**config.mk**
```make
export PLATFORM = sky130hd
export DESIGN_NAME = n101_gnrl_wishb8toicb32_flat
export DESIGN_NICKNAME = d
export VERILOG_FILES = /design/src/rtl/n101_gnrl_wishb8toicb32_if.sv /design/src/rtl/n101_gnrl_wishb8toicb32.sv /design/src/flat_wrapper.sv
export SDC_FILE = /design/constraint.sdc
export NUM_CORES = 1
export LEC_CHECK = 0
export BUFFER_PORTS_ARGS = -buffer_cell sky130_fd_sc_hd__clkbuf_2
export CORE_MARGIN = 2
export CORE_UTILIZATION = 38
export DETAILED_ROUTE_END_ITERATION = 6
export GPL_ROUTABILITY_DRIVEN = 1
export HOLD_SLACK_MARGIN = 0.03
export PLACE_DENSITY = 0.8
export SLEW_MARGIN = 30
export SYNTH_ARGS = -nofsm -noshare
export SYNTH_HDL_FRONTEND = slang
export SYNTH_SLANG_ARGS = --single-unit
```
**constraint.sdc**
```tcl
create_clock -name clk -period 1.65 [get_ports clk]
set_clock_uncertainty 0.05 [all_clocks]
set_input_delay 0.165 -clock clk [delete_from_list [all_inputs] [get_ports clk]]
set_output_delay 0.165 -clock clk [all_outputs]
set_load 0.02 [all_outputs]
```
**src/rtl/n101_gnrl_wishb8toicb32_if.sv**
```systemverilog
// Bus bundle for the 8-bit Wishbone to 32-bit ICB bridge.
// The slave view belongs to the bridge. The master view belongs to the WB initiator and the ICB target together.
interface n101_gnrl_wishb8toicb32_if #(
    parameter int AW = 32
) ();
    logic [AW-1:0] wb_adr;
    logic [7:0]    wb_dat_w;
    logic [7:0]    wb_dat_r;
    logic          wb_we;
    logic          wb_stb;
    logic          wb_cyc;
    logic          wb_ack;
    logic          wb_err;
    logic          o_icb_cmd_valid;
    logic          o_icb_cmd_ready;
    logic          o_icb_cmd_read;
    logic [AW-1:0] o_icb_cmd_addr;
    logic [31:0]   o_icb_cmd_wdata;
    logic [3:0]    o_icb_cmd_wmask;
    logic [1:0]    o_icb_cmd_size;
    logic          o_icb_rsp_valid;
    logic          o_icb_rsp_ready;
    logic          o_icb_rsp_err;
    logic [31:0]   o_icb_rsp_rdata;

    modport slave (
        input  wb_adr, wb_dat_w, wb_we, wb_stb, wb_cyc,
        input  o_icb_cmd_ready, o_icb_rsp_valid, o_icb_rsp_err, o_icb_rsp_rdata,
        output wb_dat_r, wb_ack, wb_err,
        output o_icb_cmd_valid, o_icb_cmd_read, o_icb_cmd_addr, o_icb_cmd_wdata,
        output o_icb_cmd_wmask, o_icb_cmd_size, o_icb_rsp_ready
    );

    modport master (
        output wb_adr, wb_dat_w, wb_we, wb_stb, wb_cyc,
        output o_icb_cmd_ready, o_icb_rsp_valid, o_icb_rsp_err, o_icb_rsp_rdata,
        input  wb_dat_r, wb_ack, wb_err,
        input  o_icb_cmd_valid, o_icb_cmd_read, o_icb_cmd_addr, o_icb_cmd_wdata,
        input  o_icb_cmd_wmask, o_icb_cmd_size, o_icb_rsp_ready
    );
endinterface

```
**src/rtl/n101_gnrl_wishb8toicb32.sv**
```systemverilog
// Bridges one 8-bit Wishbone classic byte access at a time onto a single 32-bit ICB transaction.
// All ICB outputs come from registers or state only, so there is no combinational path from WB to ICB.
module n101_gnrl_wishb8toicb32 #(
    parameter int AW = 32
) (
    input  logic                         clk,
    input  logic                         rst,
    n101_gnrl_wishb8toicb32_if.slave     bus
);

    typedef enum logic [1:0] {IDLE, CMD, RSP, DONE} state_t;

    state_t        state;
    state_t        state_nxt;
    logic [AW-1:0] adr;
    logic [7:0]    wbyte;
    logic          rd;
    logic [1:0]    lane;
    logic [3:0]    wmask;
    logic [7:0]    rbyte;
    logic          err;
    logic          abort;
    logic          latch_req;
    logic          capture;
    logic          cmd_vld;
    logic          rsp_rdy;

    always_comb begin
        state_nxt = state;
        latch_req = 1'b0;
        capture   = 1'b0;
        cmd_vld   = 1'b0;
        rsp_rdy   = 1'b0;
        case (state)
            IDLE: begin
                if (bus.wb_cyc && bus.wb_stb) begin
                    latch_req = 1'b1;
                    state_nxt = CMD;
                end
            end
            CMD: begin
                cmd_vld = 1'b1;
                rsp_rdy = 1'b1;
                if (bus.o_icb_cmd_ready) begin
                    // A response arriving in the handshake cycle counts as accepted.
                    if (bus.o_icb_rsp_valid) begin
                        capture   = 1'b1;
                        state_nxt = DONE;
                    end else begin
                        state_nxt = RSP;
                    end
                end
            end
            RSP: begin
                rsp_rdy = 1'b1;
                if (bus.o_icb_rsp_valid) begin
                    capture   = 1'b1;
                    state_nxt = DONE;
                end
            end
            DONE:    state_nxt = IDLE;
            default: state_nxt = IDLE;
        endcase
    end

    always_ff @(posedge clk) begin
        if (rst) begin
            state <= IDLE;
            adr   <= '0;
            wbyte <= '0;
            rd    <= 1'b0;
            lane  <= 2'b00;
            wmask <= 4'b0000;
            rbyte <= 8'h00;
            err   <= 1'b0;
            abort <= 1'b0;
        end else begin
            state <= state_nxt;
            if (latch_req) begin
                adr   <= bus.wb_adr;
                wbyte <= bus.wb_dat_w;
                rd    <= ~bus.wb_we;
                lane  <= bus.wb_adr[1:0];
                wmask <= bus.wb_we ? (4'b0001 << bus.wb_adr[1:0]) : 4'b0000;
                abort <= 1'b0;
            end
            // Once the initiator walks away, the in-flight ICB transaction still finishes but stays silent on WB.
            if ((state == CMD || state == RSP) && !bus.wb_cyc) begin
                abort <= 1'b1;
            end
            if (capture) begin
                rbyte <= bus.o_icb_rsp_rdata[{lane, 3'b000} +: 8];
                err   <= bus.o_icb_rsp_err;
            end
        end
    end

    assign bus.o_icb_cmd_valid = cmd_vld;
    assign bus.o_icb_rsp_ready = rsp_rdy;
    assign bus.o_icb_cmd_read  = rd;
    assign bus.o_icb_cmd_addr  = adr;
    assign bus.o_icb_cmd_wdata = {4{wbyte}};
    assign bus.o_icb_cmd_wmask = wmask;
    assign bus.o_icb_cmd_size  = 2'b00;

    assign bus.wb_ack   = (state == DONE) && bus.wb_cyc && bus.wb_stb && !abort && !err;
    assign bus.wb_err   = (state == DONE) && bus.wb_cyc && bus.wb_stb && !abort && err;
    assign bus.wb_dat_r = (state == DONE && rd) ? rbyte : 8'h00;

endmodule
```
**src/flat_wrapper.sv**
```systemverilog
// flat-port wrapper written by rule: the top's interface ports become plain ports
module n101_gnrl_wishb8toicb32_flat 
#(
    parameter int AW = 32
)
  (clk, rst, bus_wb_adr, bus_wb_dat_w, bus_wb_we, bus_wb_stb, bus_wb_cyc, bus_o_icb_cmd_ready, bus_o_icb_rsp_valid, bus_o_icb_rsp_err, bus_o_icb_rsp_rdata, bus_wb_dat_r, bus_wb_ack, bus_wb_err, bus_o_icb_cmd_valid, bus_o_icb_cmd_read, bus_o_icb_cmd_addr, bus_o_icb_cmd_wdata, bus_o_icb_cmd_wmask, bus_o_icb_cmd_size, bus_o_icb_rsp_ready);
  n101_gnrl_wishb8toicb32_if #(.AW(AW)) bus_i ();
  input  logic clk;
  input  logic rst;
  input wire logic [$bits(bus_i.wb_adr)-1:0] bus_wb_adr;
  input wire logic [$bits(bus_i.wb_dat_w)-1:0] bus_wb_dat_w;
  input wire logic [$bits(bus_i.wb_we)-1:0] bus_wb_we;
  input wire logic [$bits(bus_i.wb_stb)-1:0] bus_wb_stb;
  input wire logic [$bits(bus_i.wb_cyc)-1:0] bus_wb_cyc;
  input wire logic [$bits(bus_i.o_icb_cmd_ready)-1:0] bus_o_icb_cmd_ready;
  input wire logic [$bits(bus_i.o_icb_rsp_valid)-1:0] bus_o_icb_rsp_valid;
  input wire logic [$bits(bus_i.o_icb_rsp_err)-1:0] bus_o_icb_rsp_err;
  input wire logic [$bits(bus_i.o_icb_rsp_rdata)-1:0] bus_o_icb_rsp_rdata;
  output wire logic [$bits(bus_i.wb_dat_r)-1:0] bus_wb_dat_r;
  output wire logic [$bits(bus_i.wb_ack)-1:0] bus_wb_ack;
  output wire logic [$bits(bus_i.wb_err)-1:0] bus_wb_err;
  output wire logic [$bits(bus_i.o_icb_cmd_valid)-1:0] bus_o_icb_cmd_valid;
  output wire logic [$bits(bus_i.o_icb_cmd_read)-1:0] bus_o_icb_cmd_read;
  output wire logic [$bits(bus_i.o_icb_cmd_addr)-1:0] bus_o_icb_cmd_addr;
  output wire logic [$bits(bus_i.o_icb_cmd_wdata)-1:0] bus_o_icb_cmd_wdata;
  output wire logic [$bits(bus_i.o_icb_cmd_wmask)-1:0] bus_o_icb_cmd_wmask;
  output wire logic [$bits(bus_i.o_icb_cmd_size)-1:0] bus_o_icb_cmd_size;
  output wire logic [$bits(bus_i.o_icb_rsp_ready)-1:0] bus_o_icb_rsp_ready;
  assign bus_i.wb_adr = bus_wb_adr;
  assign bus_i.wb_dat_w = bus_wb_dat_w;
  assign bus_i.wb_we = bus_wb_we;
  assign bus_i.wb_stb = bus_wb_stb;
  assign bus_i.wb_cyc = bus_wb_cyc;
  assign bus_i.o_icb_cmd_ready = bus_o_icb_cmd_ready;
  assign bus_i.o_icb_rsp_valid = bus_o_icb_rsp_valid;
  assign bus_i.o_icb_rsp_err = bus_o_icb_rsp_err;
  assign bus_i.o_icb_rsp_rdata = bus_o_icb_rsp_rdata;
  assign bus_wb_dat_r = bus_i.wb_dat_r;
  assign bus_wb_ack = bus_i.wb_ack;
  assign bus_wb_err = bus_i.wb_err;
  assign bus_o_icb_cmd_valid = bus_i.o_icb_cmd_valid;
  assign bus_o_icb_cmd_read = bus_i.o_icb_cmd_read;
  assign bus_o_icb_cmd_addr = bus_i.o_icb_cmd_addr;
  assign bus_o_icb_cmd_wdata = bus_i.o_icb_cmd_wdata;
  assign bus_o_icb_cmd_wmask = bus_i.o_icb_cmd_wmask;
  assign bus_o_icb_cmd_size = bus_i.o_icb_cmd_size;
  assign bus_o_icb_rsp_ready = bus_i.o_icb_rsp_ready;
  n101_gnrl_wishb8toicb32 #(.AW(AW)) u_core (.clk(clk), .rst(rst), .bus(bus_i));
endmodule
```
After elaboration in Yosys (flattened, before gate mapping)
Cells that the tools add are included.
{ "word_totals": {"ff_bits": 59, "input_bits": 80, "output_inout_bits": 83, "word_cells": 50} }
{ "classes": {"n_eq_ne": 6, "shift": 2, "n_mux": 16, "bitwise": 1, "reduce_logical": 16} }
{ "ops": {"columns": ["op", "n"], "rows": [
  ["indexed part select 32 x 6 -> 8 bit", 1],
  ["two-way mux 1 bit", 9],
  ["logical AND 1 bit", 8],
  ["two-way mux 8 bit", 1],
  ["one-hot mux 2 bit (4 select lines)", 1],
  ["two-way mux 2 bit", 3],
  ["equality test 2 bit (second input constant)", 2],
  ["two-way mux 4 bit", 1],
  ["!= test 2 bit (second input constant)", 2],
  ["<< shifter 1 x 2 -> 4 bit (first input constant)", 1],
  ["zero test 1 bit", 3],
  ["AND reduction 3 bit", 1],
  ["equality test 2 x 1 -> 1 bit (second input constant)", 1],
  ["zero test 2 bit", 1],
  ["!= test 2 x 1 -> 1 bit (second input constant)", 1],
  ["one-hot mux 1 bit (2 select lines)", 1],
  ["nonzero test 2 bit", 1],
  ["OR reduction 2 bit", 1],
  ["logical OR 1 bit", 1],
  ["inverter 1 bit", 1]
]} }

Longest topological paths before layout
Gate-level depths: netlist of the first run.
{ "depth": {"ltp_word": 5, "ltp_mapped": 7, "ltp_nobuf": 5} }

Least setup slack after synthesis of the first run
No wires, ideal clock.
{ "synth_path": {"path_type": "register -> register", "from": "register u_core.state[0]", "to": "register u_core.rbyte[6]", "setup_ns": 0.060, "t_arrival_ns": 1.610, "t_required_ns": 1.540, "setup_slack_ns": -0.070, "path_stages_with_launch": 6, "n_path_buf": 0, "period_less_slack_ns": 1.720, "cell_sequence": "dfxtp_1 -> inv_1 -> ha_1 -> nand2_1 -> nor3_2 -> a22o_1"} }
{ "synth_between": {"elab_chain_cells": 2, "elab_cells_between_ends": 3, "classes_between": "eq/ne (2); mux (1)"} }
{ "synth_rtl": {"columns": ["element", "line_no", "rtl"], "rows": [
  ["start: declaration", "n101_gnrl_wishb8toicb32.sv:13", "state_t state;"],
  ["start signal: assignment", "n101_gnrl_wishb8toicb32.sv:78", "state <= state_nxt;"],
  ["equality test 2 bit or equality test 2 x 1 -> 1 bit (tied branches)", "n101_gnrl_wishb8toicb32.sv:34", "case (state)"],
  ["one-hot mux 1 bit (2 select lines) (*)", "n101_gnrl_wishb8toicb32.sv:34", null],
  ["end signal: assignment", "n101_gnrl_wishb8toicb32.sv:92", "rbyte <= bus.o_icb_rsp_rdata[{lane, 3'b000} +: 8];"],
  ["end: declaration", "n101_gnrl_wishb8toicb32.sv:20", "logic [7:0] rbyte;"]
]} }
Every way passes the cells marked *; elsewhere a longest branch is shown, timed or not.
A chain may end at the register's enable or synchronous reset.

Worst setup path after layout of the first run
{ "layout_path": {"from": "register u_core.state[0]", "to": "output port bus_wb_dat_r[7]"} }
{ "layout_between": {"elab_chain_cells": 3} }
{ "layout_rtl": {"columns": ["element", "line_no", "rtl"], "rows": [
  ["equality test 2 bit", "n101_gnrl_wishb8toicb32.sv:108", "assign bus.wb_dat_r = (state == DONE && rd) ? rbyte : 8'h00;"],
  ["logical AND 1 bit", "n101_gnrl_wishb8toicb32.sv:108", null],
  ["two-way mux 8 bit", "n101_gnrl_wishb8toicb32.sv:108", null],
  ["end: declaration", "flat_wrapper.sv:19", "output wire logic [$bits(bus_i.wb_dat_r)-1:0] bus_wb_dat_r;"]
]} }
Every way passes these cells.

==> results of run 1 <==
==> power groups by stage <==
stage	Sequential [mW]	Clock (mW)	Combinational [mW]
global placement	1.69	0	1.42
CTS	1.68	1.11	1.62
detailed placement	1.71	0	1.46
floorplan	1.83	0	0.905
finish	1.70	1.06	1.65
global route	1.72	1.17	1.79
==> registers in the layout, summed over array words and instances (netlist names) <==
| register | cells |
|---|---|
| u_core.abort | 1 |
| u_core.bus.o_icb_cmd_addr | 31 |
| u_core.bus.o_icb_cmd_read | 1 |
| u_core.bus.o_icb_cmd_wmask | 4 |
| u_core.err | 1 |
| u_core.lane | 1 |
| u_core.rbyte | 8 |
| u_core.state | 2 |
| u_core.wbyte | 8 |
==> layout by cell type (no fill, tap or decap), drive strengths merged <==
| master | count |
|---|---|
| a21oi | 49 |
| a211oi | 1 |
| clkinvlp | 2 |
| a21bo | 1 |
| and2b | 1 |
| clkinv | 4 |
| nor4 | 2 |
| ha | 6 |
| o21ai | 1 |
| nand4b | 2 |
| or4b | 1 |
| nor3 | 1 |
| nand2 | 86 |
| a22o | 8 |
| mux4 | 8 |
| a311oi | 1 |
| nand3 | 2 |
| and3 | 10 |
| clkbuf | 168 |
| nor2 | 2 |
| dfxtp | 57 |
| nand2b | 2 |
| a31o | 1 |
| conb | 2 |
| buf | 13 |
| dlygate4sd3 | 40 |
| a21o | 1 |
| inv | 4 |
| a31oi | 2 |
| nand4 | 3 |
==> cells in the mapped netlist <==
cell type	count
nand3_1	1
nand2b_1	2
a21oi_2	1
a21bo_2	1
ha_1	6
nand2_1	86
a21o_1	1
nor4_1	2
and2b_1	1
conb_1	1
o21ai_1	1
a31oi_1	1
dfxtp_1	57
mux4_2	8
a22o_1	8
nand3_4	1
buf_2	7
buf_4	26
nor3_2	1
a31o_1	1
a21oi_1	48
or4b_4	1
a211oi_1	1
nor2_1	2
a311oi_1	1
and3_1	10
nand4_1	3
buf_1	1
a31oi_2	1
inv_2	1
clkbuf_1	9
nand4b_1	2
inv_1	3
==> timing repair <==
action / in CTS / in global routing
hold buffers: 40 / 0
pin swaps: 1 / 3
setup endpoints to repair: 19 / 65
resized for setup: 12 / 12
hold endpoints to repair: 40 / 0
buffers inserted: 2 / 0
==> area by class of cell <==
| type | instances | area [um^2] |
|---|---|---|
| Fill cell | 576 | 2701 |
| Multi-Input combinational cell | 193 | 1225 |
| Inverter | 4 | 15.01 |
| Timing Repair Buffer | 211 | 1334 |
| Clock buffer | 10 | 127.6 |
| Tap cell | 80 | 100.1 |
| Sequential cell | 57 | 1144 |
| Clock inverter | 6 | 35.03 |
==> stage by stage <==
step                      worst slack, ps  hold slack (ps)  total power, mW  cell area (um^2)
after floorplan                     29.12            210.6            2.740              2589
after CTS                          -41.92            53.89            4.405              3939
after detailed placement           -17.02            344.0            3.163              3303
after global placement              101.5            337.1            3.114              3303
after global routing              0.08460            79.63            4.679              3980
final                               44.81            81.68            4.407              3980
==> worst reg2reg max path, stage by stage (launching register included) <==
cell and delay, ps:
dfxtp_2 380, inv_1 130, ha_4 330, nand2_1 110
nor3_4 210, buf_4 160, a22o_1 130
==> path summary, 6_finish.rpt <==
check	startpoint	cells past startpoint	end	slack, ps
setup / recovery	u_core.state[0]	5	bus_wb_dat_r[7]	40
setup reg to reg	u_core.state[1]	6	u_core.rbyte[3]	80
hold / removal	bus_wb_adr[1]	3	u_core.bus.o_icb_cmd_addr[1]	80
hold reg to reg	u_core.bus.o_icb_cmd_addr[2]	2	u_core.bus.o_icb_cmd_addr[2]	400
==> per-layer routing <==
metal	wire length, um	global-route usage	vias up	part of all wire
met5	0	0	-	0
met4	95	0.07102	0	0.013
met3	685	0.06952	11	0.090
met1	2849	0.2017	1274	0.38
li1	-	-	1341	-
met2	3954	0.3776	113	0.52
==> logic make-up after synthesis <==
group                    count (synthesis)  synth area share
AND/OR/NAND/NOR                        112            0.1972
multiplexers                             8           0.06994
AO/OA/AOI/OAI                           65            0.1496
other                                    1          0.001456
adder cells (fa/ha/maj)                  6           0.02914
buffers and inverters                   47            0.1098
flip-flops                              57            0.4429
==> flow_metrics.env, run 1 <==
export IMPL_status="finished, final reports clean"
export IMPL_netlist_cell_type_count=33
export IMPL_irDropWorstVdd_uv=445.6
export IMPL_diodes=0
export IMPL_crit_family="buffers and inverters"
export IMPL_internal_power_mw=2.768
export IMPL_synth_area_leaders="dfxtp_1 (44%), nand2_1 (13%), a21oi_1 (9.3%)"
export IMPL_syn_to_final_growth_pct=54.49
export IMPL_path_buf_inv=3
export IMPL_worstPathArrival_ps=1390
export IMPL_drive_gt1_frac=0.4366
export IMPL_vias=2739
export IMPL_die_area_um2=7454
export IMPL_hp_class="in2reg"
export IMPL_ios=163
export IMPL_fin_cells=561
export IMPL_yosys_area_top_type="dfxtp_1"
export IMPL_htreeDepth=3
export IMPL_synthCells=296
export IMPL_slew_violations=0
export IMPL_cpPeakStageDelay_ps=320
export IMPL_post_route_period_util=0.9728
export IMPL_routed_wl_um=7584
export IMPL_grt_max_degree=46
export IMPL_cp_slowest_cell="dfxtp_2"
export IMPL_rsz0062_at_grt="false"
export IMPL_yosysWarningCount=0
export IMPL_placedCellCount=503
export IMPL_leakagePower_nw=1.854
export IMPL_grt_pass1_wl_um=11670
export IMPL_cts_path_max_buffers=2
export IMPL_cp_required_ps=1430
export IMPL_fin_crit_ps=1605
export IMPL_die_w_um=86.34
export IMPL_initial_core_util=0.3856
export IMPL_routedWlPerCell_um=13.52
export IMPL_clk_pin_slew_ps=60
export IMPL_hold_violations=0
export IMPL_synth_yosys_seq_area_share=0.4429
export IMPL_clkPwrFrac=0.241
export IMPL_die_h_um=86.34
export IMPL_sw_frac_of_total=0.3719
export IMPL_clock_sinks=57
export IMPL_row_count=30
export IMPL_seqPwrFrac=0.385
export IMPL_tns_ps=0
export IMPL_start_kind="flip-flop"
export IMPL_netlist_area_um2=2576
export IMPL_numCtsBuffers=9
export IMPL_cts_tree="built"
export IMPL_antenna_found_initial=0
export IMPL_grt_overflow=0
export IMPL_dp_hpwl_um=5109
export IMPL_setup_violations_final=0
export IMPL_power_density_nw_per_um2=1107
export IMPL_crit_chain="buf_6 -> ha_4 -> buf_6 -> and3_1 -> clkbuf_8"
export IMPL_path_max_fanout=8
export IMPL_combinationalPowerShare=0.374
export IMPL_utilization=0.5957
export IMPL_worstSetupPathType="reg2out"
export IMPL_core_area_um2=6681
export IMPL_layout_nets=562
export IMPL_gp_congestion=0.8090
export IMPL_maxCapViolations=0
export IMPL_port_buffers=160
export IMPL_grt_pass1_vias=2642
export IMPL_p_sw_mw=1.639
export IMPL_ys_ff_latch=57
export IMPL_clk_latency_ps=320
export IMPL_crit_path_end_kind="output pin"
export IMPL_dr_pass1_iters=4
export IMPL_critPathMostFrequentCell="buf_6"
export IMPL_antenna_left=0
export IMPL_drtIter0Drc=120
export IMPL_viasPerCell=4.882
export IMPL_synth_top_area_frac=0.4429
export IMPL_grt_util_all_layers=0.2001
export IMPL_max_clock_freq_mhz=623.0
export IMPL_avgSynthCellArea_um2=8.703
export IMPL_ctsRootBufferMaster="clkbuf_8"
export IMPL_post_route_drc_count=0
(Power assumes the default switching activity.)
==> run 2, diff against run 1 <==
--- a/config.mk
+++ b/config.mk
@@ -12,6 +12,7 @@
 export GPL_ROUTABILITY_DRIVEN = 1
 export HOLD_SLACK_MARGIN = 0.03
 export PLACE_DENSITY = 0.8
+export RECOVER_POWER = 100
 export SLEW_MARGIN = 30
 export SYNTH_ARGS = -nofsm -noshare
 export SYNTH_HDL_FRONTEND = slang
==> constraint.sdc (replaced) <==
create_clock -name clk -period 1.45 [get_ports clk]
set_clock_uncertainty 0.05 [all_clocks]
set_input_delay 0.145 -clock clk [delete_from_list [all_inputs] [get_ports clk]]
set_output_delay 0.145 -clock clk [all_outputs]
set_load 0.02 [all_outputs]
==> run 2 against run 1 <==
Design area is 3.5% higher. Worst setup slack worse by 140 ps. Critical path depth stayed put. Count of clock-buffer cells in the layout is 1 higher. Global-route usage is 0.94 points higher. Largest cell class unchanged. Sequential cell count stayed put. The run now ends with negative setup slack left. Sequential power is 14% higher.
==> flow_metrics.env, run 2 (synthesized netlist as in run 1, its figures left out) <==
export IMPL_cts_path_max_buffers=2
export IMPL_numCtsBuffers=9
export IMPL_gp_congestion=0.7807
export IMPL_dp_hpwl_um=5358
export IMPL_path_buf_inv=3
export IMPL_largest_reg_flops=31
export IMPL_ctsRootBufferMaster="clkbuf_8"
export IMPL_die_w_um=86.34
export IMPL_drive_gt1_frac=0.3202
export IMPL_start_kind="flip-flop"
export IMPL_clock_sinks=57
export IMPL_cpPeakStageDelay_ps=320
export IMPL_dr_wl_met2_um=4240
export IMPL_fin_cells=564
export IMPL_crit_chain="buf_6 -> ha_4 -> buf_6 -> and3_4 -> buf_8"
export IMPL_leakagePower_nw=1.674
export IMPL_dr_pass1_iters=4
export IMPL_antenna_found_initial=0
export IMPL_grt_util_all_layers=0.2095
export IMPL_grt_pass1_wl_um=12130
export IMPL_drtIter0Drc=112
export IMPL_hp_class="in2reg"
export IMPL_viasPerCell=4.892
export IMPL_grt_pass1_vias=2603
export IMPL_worstPathArrival_ps=1350
export IMPL_top_layer_used="met4"
export IMPL_wl_met1_um=3176
export IMPL_row_count=30
export IMPL_r2r_slack_ps=-50
export IMPL_vias=2759
export IMPL_post_place_ws_ps=-58.32
export IMPL_core_area_um2=6681
export IMPL_status="finished, violations left"
export IMPL_clk_pin_slew_ps=60
export IMPL_failed_checks="negative setup slack"
export IMPL_post_route_period_util=1.067
export IMPL_worst_slack_ps=-96.91
export IMPL_antenna_left=0
export IMPL_power_density_nw_per_um2=1327
export IMPL_postPlaceCellArea_um2=3392
export IMPL_tns_ps=-1112
export IMPL_max_clock_freq_mhz=646.5
export IMPL_grt_overflow=0
export IMPL_cp_slowest_cell="dfxtp_2"
export IMPL_cts_tree="built"
export IMPL_fin_crit_ps=1547
export IMPL_routedWlPerCell_um=14.47
export IMPL_port_buffers=160
export IMPL_ios=163
export IMPL_fin_area_um2=4119
export IMPL_die_area_um2=7454
export IMPL_setup_violations_final=24
export IMPL_placedCellCount=505
export IMPL_maxCapViolations=0
export IMPL_layout_nets=565
export IMPL_critPathMostFrequentCell="buf_6"
export IMPL_htreeDepth=3
export IMPL_die_h_um=86.34
export IMPL_hold_violations=0
export IMPL_whs_ps=55.11
export IMPL_syn_to_final_growth_pct=59.88
export IMPL_initial_core_util=0.3856
export IMPL_slew_violations=0
export IMPL_path_max_fanout=8
export IMPL_num_fill_cells=610
export IMPL_final_common_cell="nand2_1"
export IMPL_clk_latency_ps=320
export IMPL_crit_path_end_kind="output pin"
export IMPL_multi_input_area_um2=1276
export IMPL_grt_max_degree=27
export IMPL_cp_required_ps=1250
export IMPL_diodes=0
export IMPL_seq_area_um2=1147
export IMPL_irDropWorstVdd_uv=514.0
export IMPL_worstSetupPathType="reg2out"
export IMPL_rsz0062_at_grt="true"
export IMPL_routed_wl_um=8159
export IMPL_final_cell_mix="nand2_1 (86), clkbuf_2 (79), clkbuf_1 (69)"
export IMPL_wl_met3_um=586
export IMPL_crit_family="buffers and inverters"
export IMPL_post_route_drc_count=0
-- run 2: stage by stage --
stage                       util  power [mW]
after floorplan                -       3.222
after global routing      0.6165       5.763
after CTS                 0.6223       5.527
after detailed placement  0.5077       3.740
after global placement    0.5077       3.692
final                     0.6165       5.466
-- run 2: repair_timing --
item                                    4_1_cts  5_1_grt
gates resized for setup                      30       23
endpoints found under the setup margin       25       38
pin swaps                                     7        1
hold buffers                                 40        0
setup buffers                                 3        0
endpoints found under the hold margin        40        0
-- run 2: area by class of cell --
cell class              count  area share
multi-input cells         193      0.3098
well taps                  80     0.02430
flip-flops and latches     57      0.2786
clock buffers              11     0.03676
clock inverters             5     0.01306
inverters                   4    0.004253
repair buffers            214      0.3332
-- run 2: layer usage --
metal  GRT usage  vias up
li1            -     1350
met1      0.2322     1274
met2      0.3818      122
met3     0.06095       13
met4     0.06960        0
met5           0        -
-- run 2: worst min-delay path, delay by kind of cell --
family | cells | cell delay [ps]
compound gates | 1 | 50
simple gates | 1 | 70
buf+inv | 1 | 120
-- run 2: final timing paths --
path                                 start                             to  cells past startpoint
max                        u_core.state[0]                bus_wb_dat_r[0]                      5
min                          bus_wb_adr[0]                 u_core.lane[0]                      3
max reg2reg                u_core.state[0]                u_core.rbyte[2]                      6
min reg2reg  u_core.bus.o_icb_cmd_addr[21]  u_core.bus.o_icb_cmd_addr[21]                      2
-- run 2: power by group --
group / switching (mW) / total [mW] / internal, mW / leakage, nW
logic: 1.15 / 2.02 / 0.874 / 1.10
clock network: 0.623 / 1.50 / 0.881 / 0.109
registers: 0.166 / 1.94 / 1.77 / 0.465
